### src/rtl/alu_pkg.sv
`default_nettype none
// ============================================================================
// Module      : alu_pkg
// Description : Shared definitions for the 32-bit ALU and its arbiter:
//               select codes, arithmetic-class test, FSM state encoding.
// Revision    : 1.0 - initial release
// ============================================================================
package alu_pkg;

    // ALU select codes
    localparam logic [3:0] ALU_PASS = 4'h0;  // A + Cin
    localparam logic [3:0] ALU_ADD  = 4'h1;  // A + B + Cin
    localparam logic [3:0] ALU_SUBB = 4'h2;  // A + ~B + Cin
    localparam logic [3:0] ALU_DEC  = 4'h3;  // A - 1 + Cin
    localparam logic [3:0] ALU_AND  = 4'h4;
    localparam logic [3:0] ALU_OR   = 4'h5;
    localparam logic [3:0] ALU_XOR  = 4'h6;
    localparam logic [3:0] ALU_NOT  = 4'h7;
    localparam logic [3:0] ALU_SHR  = 4'h8;  // 4'hA is an alias
    localparam logic [3:0] ALU_SHL  = 4'hC;  // 4'hD is an alias

    // Arbiter FSM state encoding
    localparam logic [1:0] IDLE = 2'd0;
    localparam logic [1:0] EXEC = 2'd1;
    localparam logic [1:0] RESP = 2'd2;

    // Carry-out is meaningful only for the arithmetic class
    function automatic logic is_arith(input logic [3:0] sel);
        return (sel[3:2] == 2'b00);
    endfunction

endpackage
`default_nettype wire

### src/rtl/alu_32bit_modular.sv
`default_nettype none
// ============================================================================
// Module      : alu_32bit_modular
// Description : Bit-sliced 32-bit ALU. Ripple-carry adder slices with a
//               per-slice B-operand modifier, bitwise logic, 1-bit shifts.
//               o_cout is the raw adder carry; callers mask it by class.
// Revision    : 1.0 - initial release
// ============================================================================
module alu_32bit_modular
    import alu_pkg::*;
(
    input  logic [3:0]  i_sel,
    input  logic [31:0] i_a,
    input  logic [31:0] i_b,
    input  logic        i_cin,
    input  logic        i_dinl,
    input  logic        i_dinr,
    output logic [31:0] o_f,
    output logic        o_cout
);

    logic [31:0] w_bop;
    logic [31:0] w_sum;
    logic        w_carry;
    logic [31:0] w_logic;
    logic [31:0] w_shr;
    logic [31:0] w_shl;

    // B-operand modifier: 0, B, ~B or all-ones (the -1 of the decrement)
    always_comb begin
        w_bop = '0;
        case (i_sel[1:0])
            2'b00:   w_bop = '0;
            2'b01:   w_bop = i_b;
            2'b10:   w_bop = ~i_b;
            default: w_bop = '1;
        endcase
    end

    // Ripple-carry adder, one full-adder slice per bit
    always_comb begin
        logic c;
        c     = i_cin;
        w_sum = '0;
        for (int i = 0; i < 32; i++) begin
            w_sum[i] = i_a[i] ^ w_bop[i] ^ c;
            c        = (i_a[i] & w_bop[i]) | (c & (i_a[i] ^ w_bop[i]));
        end
        w_carry = c;
    end

    // Bitwise logic unit
    always_comb begin
        w_logic = '0;
        case (i_sel[1:0])
            2'b00:   w_logic = i_a & i_b;
            2'b01:   w_logic = i_a | i_b;
            2'b10:   w_logic = i_a ^ i_b;
            default: w_logic = ~i_a;
        endcase
    end

    assign w_shr = {i_dinl, i_a[31:1]};
    assign w_shl = {i_a[30:0], i_dinr};

    // Result select; unassigned codes simply pass A through
    always_comb begin
        o_f = i_a;
        case (i_sel)
            ALU_PASS, ALU_ADD, ALU_SUBB, ALU_DEC: o_f = w_sum;
            ALU_AND, ALU_OR, ALU_XOR, ALU_NOT:    o_f = w_logic;
            ALU_SHR, 4'hA:                        o_f = w_shr;
            ALU_SHL, 4'hD:                        o_f = w_shl;
            default:                              o_f = i_a;
        endcase
    end

    assign o_cout = w_carry;

endmodule
`default_nettype wire

### src/rtl/alu32_arbiter.sv
`default_nettype none
// ============================================================================
// Module      : alu32_arbiter
// Description : Two-requester round-robin (or fixed-priority) arbiter and
//               IDLE/EXEC/RESP sequencer around one shared 32-bit ALU.
//               One operation in flight; result returned with requester ID.
// Revision    : 1.0 - initial release
// ============================================================================
module alu32_arbiter
    import alu_pkg::*;
#(
    parameter bit ROUND_ROBIN = 1'b1
) (
    input  logic        clk,
    input  logic        rst_n,
    input  logic [1:0]  req_valid,
    output logic [1:0]  req_ready,
    input  logic [7:0]  req_sel,
    input  logic [63:0] req_a,
    input  logic [63:0] req_b,
    input  logic [1:0]  req_cin,
    input  logic [1:0]  req_dinl,
    input  logic [1:0]  req_dinr,
    output logic        rsp_valid,
    input  logic        rsp_ready,
    output logic        rsp_id,
    output logic [31:0] rsp_f,
    output logic        rsp_cout
);

    logic [1:0]  r_state;
    logic        r_ptr;
    logic [3:0]  r_sel;
    logic [31:0] r_a;
    logic [31:0] r_b;
    logic        r_cin;
    logic        r_dinl;
    logic        r_dinr;
    logic        r_id;
    logic        r_rsp_valid;
    logic        r_rsp_id;
    logic [31:0] r_rsp_f;
    logic        r_rsp_cout;

    logic [1:0]  w_grant;
    logic        w_winner;
    logic [31:0] w_alu_f;
    logic        w_alu_cout;

    // One-hot grant in IDLE; suppressed while reset is held so nothing is
    // offered to requesters before the first rising edge after release
    always_comb begin
        w_grant = 2'b00;
        if (rst_n && (r_state == IDLE)) begin
            case (req_valid)
                2'b01:   w_grant = 2'b01;
                2'b10:   w_grant = 2'b10;
                2'b11:   w_grant = (ROUND_ROBIN && r_ptr) ? 2'b10 : 2'b01;
                default: w_grant = 2'b00;
            endcase
        end
    end

    assign w_winner  = w_grant[1];
    assign req_ready = w_grant;

    // The ALU only ever sees the operand registers
    alu_32bit_modular u_alu (
        .i_sel  (r_sel),
        .i_a    (r_a),
        .i_b    (r_b),
        .i_cin  (r_cin),
        .i_dinl (r_dinl),
        .i_dinr (r_dinr),
        .o_f    (w_alu_f),
        .o_cout (w_alu_cout)
    );

    // Sequencer: capture winner's operands, execute, hold response until taken
    always_ff @(posedge clk or negedge rst_n) begin
        if (!rst_n) begin
            r_state     <= IDLE;
            r_ptr       <= 1'b0;
            r_sel       <= '0;
            r_a         <= '0;
            r_b         <= '0;
            r_cin       <= 1'b0;
            r_dinl      <= 1'b0;
            r_dinr      <= 1'b0;
            r_id        <= 1'b0;
            r_rsp_valid <= 1'b0;
            r_rsp_id    <= 1'b0;
            r_rsp_f     <= '0;
            r_rsp_cout  <= 1'b0;
        end else begin
            case (r_state)
                IDLE: begin
                    if (|w_grant) begin
                        r_sel   <= w_winner ? req_sel[7:4]   : req_sel[3:0];
                        r_a     <= w_winner ? req_a[63:32]   : req_a[31:0];
                        r_b     <= w_winner ? req_b[63:32]   : req_b[31:0];
                        r_cin   <= w_winner ? req_cin[1]     : req_cin[0];
                        r_dinl  <= w_winner ? req_dinl[1]    : req_dinl[0];
                        r_dinr  <= w_winner ? req_dinr[1]    : req_dinr[0];
                        r_id    <= w_winner;
                        if (ROUND_ROBIN) begin
                            r_ptr <= ~w_winner;
                        end
                        r_state <= EXEC;
                    end
                end
                EXEC: begin
                    r_rsp_f     <= w_alu_f;
                    r_rsp_cout  <= w_alu_cout & is_arith(r_sel);
                    r_rsp_id    <= r_id;
                    r_rsp_valid <= 1'b1;
                    r_state     <= RESP;
                end
                RESP: begin
                    if (rsp_ready) begin
                        r_rsp_valid <= 1'b0;
                        r_state     <= IDLE;
                    end
                end
                default: begin
                    r_rsp_valid <= 1'b0;
                    r_state     <= IDLE;
                end
            endcase
        end
    end

    assign rsp_valid = r_rsp_valid;
    assign rsp_id    = r_rsp_id;
    assign rsp_f     = r_rsp_f;
    assign rsp_cout  = r_rsp_cout;

endmodule
`default_nettype wire

### config.mk
export PLATFORM = sky130hd
export DESIGN_NAME = alu32_arbiter
export DESIGN_NICKNAME = d
export VERILOG_FILES = /design/src/rtl/alu_pkg.sv /design/src/rtl/alu_32bit_modular.sv /design/src/rtl/alu32_arbiter.sv
export SDC_FILE = /design/constraint.sdc
export NUM_CORES = 1
export LEC_CHECK = 0
export ABC_AREA = 1
export CAP_MARGIN = 25
export CELL_PAD_IN_SITES_DETAIL_PLACEMENT = 1
export CELL_PAD_IN_SITES_GLOBAL_PLACEMENT = 1
export CORE_MARGIN = 2
export CORE_UTILIZATION = 41
export CTS_CLUSTER_DIAMETER = 200
export CTS_CLUSTER_SIZE = 25
export DETAILED_ROUTE_END_ITERATION = 6
export HOLD_SLACK_MARGIN = 0.03
export PLACE_DENSITY_LB_ADDON = 0.1
export SYNTH_ARGS = -nofsm -noshare
export SYNTH_HDL_FRONTEND = slang
export SYNTH_SLANG_ARGS = --single-unit
### constraint.sdc
create_clock -name clk -period 28.2 [get_ports clk]
set_input_delay 5.64 -clock clk [delete_from_list [all_inputs] [get_ports clk]]
set_output_delay 5.64 -clock clk [all_outputs]
set_load 0.1 [all_outputs]
==> flow_summary.yaml <==
synthesis:
  ys_ff_latch: 110
  synth_cell_type_count: 30
  syn-instance-count: 1382
  syn_area_um2: 9410
  ys.flop_type: "dfrtp_1"
  syn_nets: 1625
  synth_edf_count: 0
  async_reset_ff_share_pct: 100
  synth_area_per_cell_um2: 6.81
  yosys_warnings: 0
  seq_area_frac_synth_pct: 29.3
timing:
  clock_skew_ns: 0.0143
  relSlewSlack_pct: 32.2
  finalHoldViolations: 0
  fin_crit_sh_pct: 49.8
  tightest_slew_ns: 1.01
  rsz0062_at_grt: "no"
  finalSetupViolCount: 0
  setup_ws_ns: 14.16
  clock.fmax_mhz: 71.2
  fin_tns_setup_ns: 0
  fin_crit_ns: 14.04
  slew_violations: 0
hold_path:
  hold_path_depth: 2
  hold_class: "flop to flop"
  min-delay-start: "rsp_f[15]"
  min_to: "rsp_f[15]"
critical_path:
  r2r_start: "r_sel[0]"
  crit_required_ns: 28.47
  ff2ff_setup_slack_ns: 14.16
  cp-end-kind: "flop"
  slowest_stage: "fa_1"
  path_delay_family: "adder cells"
  arrival_ns: 14.31
  critPathLaunchType: "flop"
  path_buf_inv: 8
  path_max_fanout: 29
  cpMostUsedCell: "fa_1"
  r2r_cells: 48
  crit_start: "r_sel[0]"
  critPathKind: "flop to flop"
  rr_endpoint: "rsp_f[31]"
  slowest_delay_ns: 0.50
status:
  status: "completed"
place:
  pre_cts_slack_ns: 14.17
  dp_hpwl_um: 21300
  dpl_cell_area_um2: 11300
  dp_cells: 1777
  gp_congestion: 0.829
  io_buffer_count: 183
route:
  wire_per_inst_um: 18.0
  vias_per_cell: 5.37
  routed_wl_um: 32300
  vias: 9640
  drtIter0Drc: 476
  firstDrtPassIters: 5
  drc: 0
  final_antenna_net_count: 0
cts:
  h-tree-depth: 3
  cts_hold_buf: 0
  cts_resized: 0
  cts_setup_buffers: 0
  cts_max_path_buffers: 2
  cts_buffers: 9
  clock_latency_ns: 0.37
  cts_tree: "done"
  clk_pin_slew_ns: 0.08
  clockRootBuffer: "clkbuf_16"
  clock_sinks: 110
floorplan:
  fp.coreArea_um2: 22600
  die_w_um: 155
  row_count: 55
  die-area_um2: 24200
  die_y_um: 155
  io_pins: 184
  start_util_pct: 41.7
final_layout:
  syn_to_final_growth_pct: 23.2
  layout_common_cells: "nand2_1, clkdlybuf4s50_1, inv_1"
  drive_gt1_share_pct: 3.51
  layout_commonest_cell: "nand2_1"
  stdcell_count: 1794
  nNetsFinal: 1746
  final_cell_area_um2: 11600
flow_run:
  maxCapViolations: 0
global_route:
  gr-total-overflow: 0
  grt_usage_pct: 27.3
  grt_pass1_vias: 10098
  grt_max_degree: 75
  grt_pass1_wl_um: 52600
  antenna_found_initial: 1
power_and_ir_drop:
  fin_total_pwr_uw: 1550
  p_leak_uw: 0.00578
  ir_worst_vdd_mv: 0.0839
  powerDensity_nw_per_um2: 133
[layer usage]
layer	share of wire [%]	GRT usage [%]	wire (um)
met3	4.6	3.84	1490
met5	0	0	0
met4	1.5	7.73	493
met1	47	37.4	15200
met2	47	45.3	15100
[worst max path at each step]
| stage | end | cells after the start |
|---|---|---|
| finish | rsp_f[31] | 48 |
| global route | rsp_f[31] | 48 |
| CTS | rsp_f[31] | 48 |
| detailed placement | rsp_f[31] | 48 |
| global placement | rsp_f[31] | 48 |
| floorplan | rsp_f[31] | 51 |
[cells in the mapped netlist, types with 2 or more instances]
library cell	n	share of area, %
nor2_4	2	0.24
o21ai_0	156	8.3
buf_4	6	0.48
buf_1	6	0.24
nor2_1	129	5.1
nor2_2	2	0.13
o21ai_1	71	3.8
nand4_1	32	2.1
o211ai_1	6	0.48
nand2_1	373	15
inv_2	5	0.20
buf_2	40	2.1
buf_6	6	0.72
fa_1	32	6.8
inv_1	168	6.7
nand3_1	100	5.3
a21boi_0	2	0.16
nand3b_1	29	2.3
dfrtp_1	110	29
nand2_2	3	0.20
clkbuf_1	32	1.3
ha_1	64	8.5
[metrics by stage]
step / hold slack [ns] / util, %
after global placement: 0.462 / 49.9
after global routing: 0.507 / 51.3
after CTS: 0.484 / 51.3
after floorplan: 0.452 / -
after detailed placement: 0.465 / 49.9
final: 0.478 / 51.4
[tightest hold or removal path: cells and delay by family, from the launching register on]
kind,cells,cell delay [ns]
AND/OR/NAND/NOR,2,0.10
flip-flops,1,0.34
[logic make-up after synthesis]
kind of cell             synth area share (%)
AO/OA/AOI/OAI                            12.9
adder cells (fa/ha/maj)                  15.3
buffers and inverters                    11.8
flip-flops                               29.3
AND/OR/NAND/NOR                          30.7
[power by group]
part / internal [uW] / switching (uW) / total, uW
combinational: 344 / 739 / 1080
sequential: 233 / 88.4 / 322
clock: 73.1 / 67.2 / 140
total: 650 / 895 / 1550
[cell type report]
| cell class | instances | area, um2 |
|---|---|---|
| clock buffers | 10 | 239 |
| well taps | 285 | 357 |
| diodes | 1 | 2.50 |
| fillers | 2981 | 11000 |
| repair buffers | 201 | 1960 |
| flip-flops and latches | 110 | 2760 |
| multi-input cells | 1007 | 5540 |
| clock inverters | 6 | 77.6 |
| inverters | 174 | 653 |
[sequential cells by signal, indices dropped and copies added, names as in the netlist]
name       flops
r_dinl         1
r_a           32
rsp_f         32
r_id           1
rsp_cout       1
r_dinr         1
rsp_valid      1
rsp_id         1
r_cin          1
r_state        2
r_b           32
r_ptr          1
r_sel          4
(Power assumes the default switching activity.)
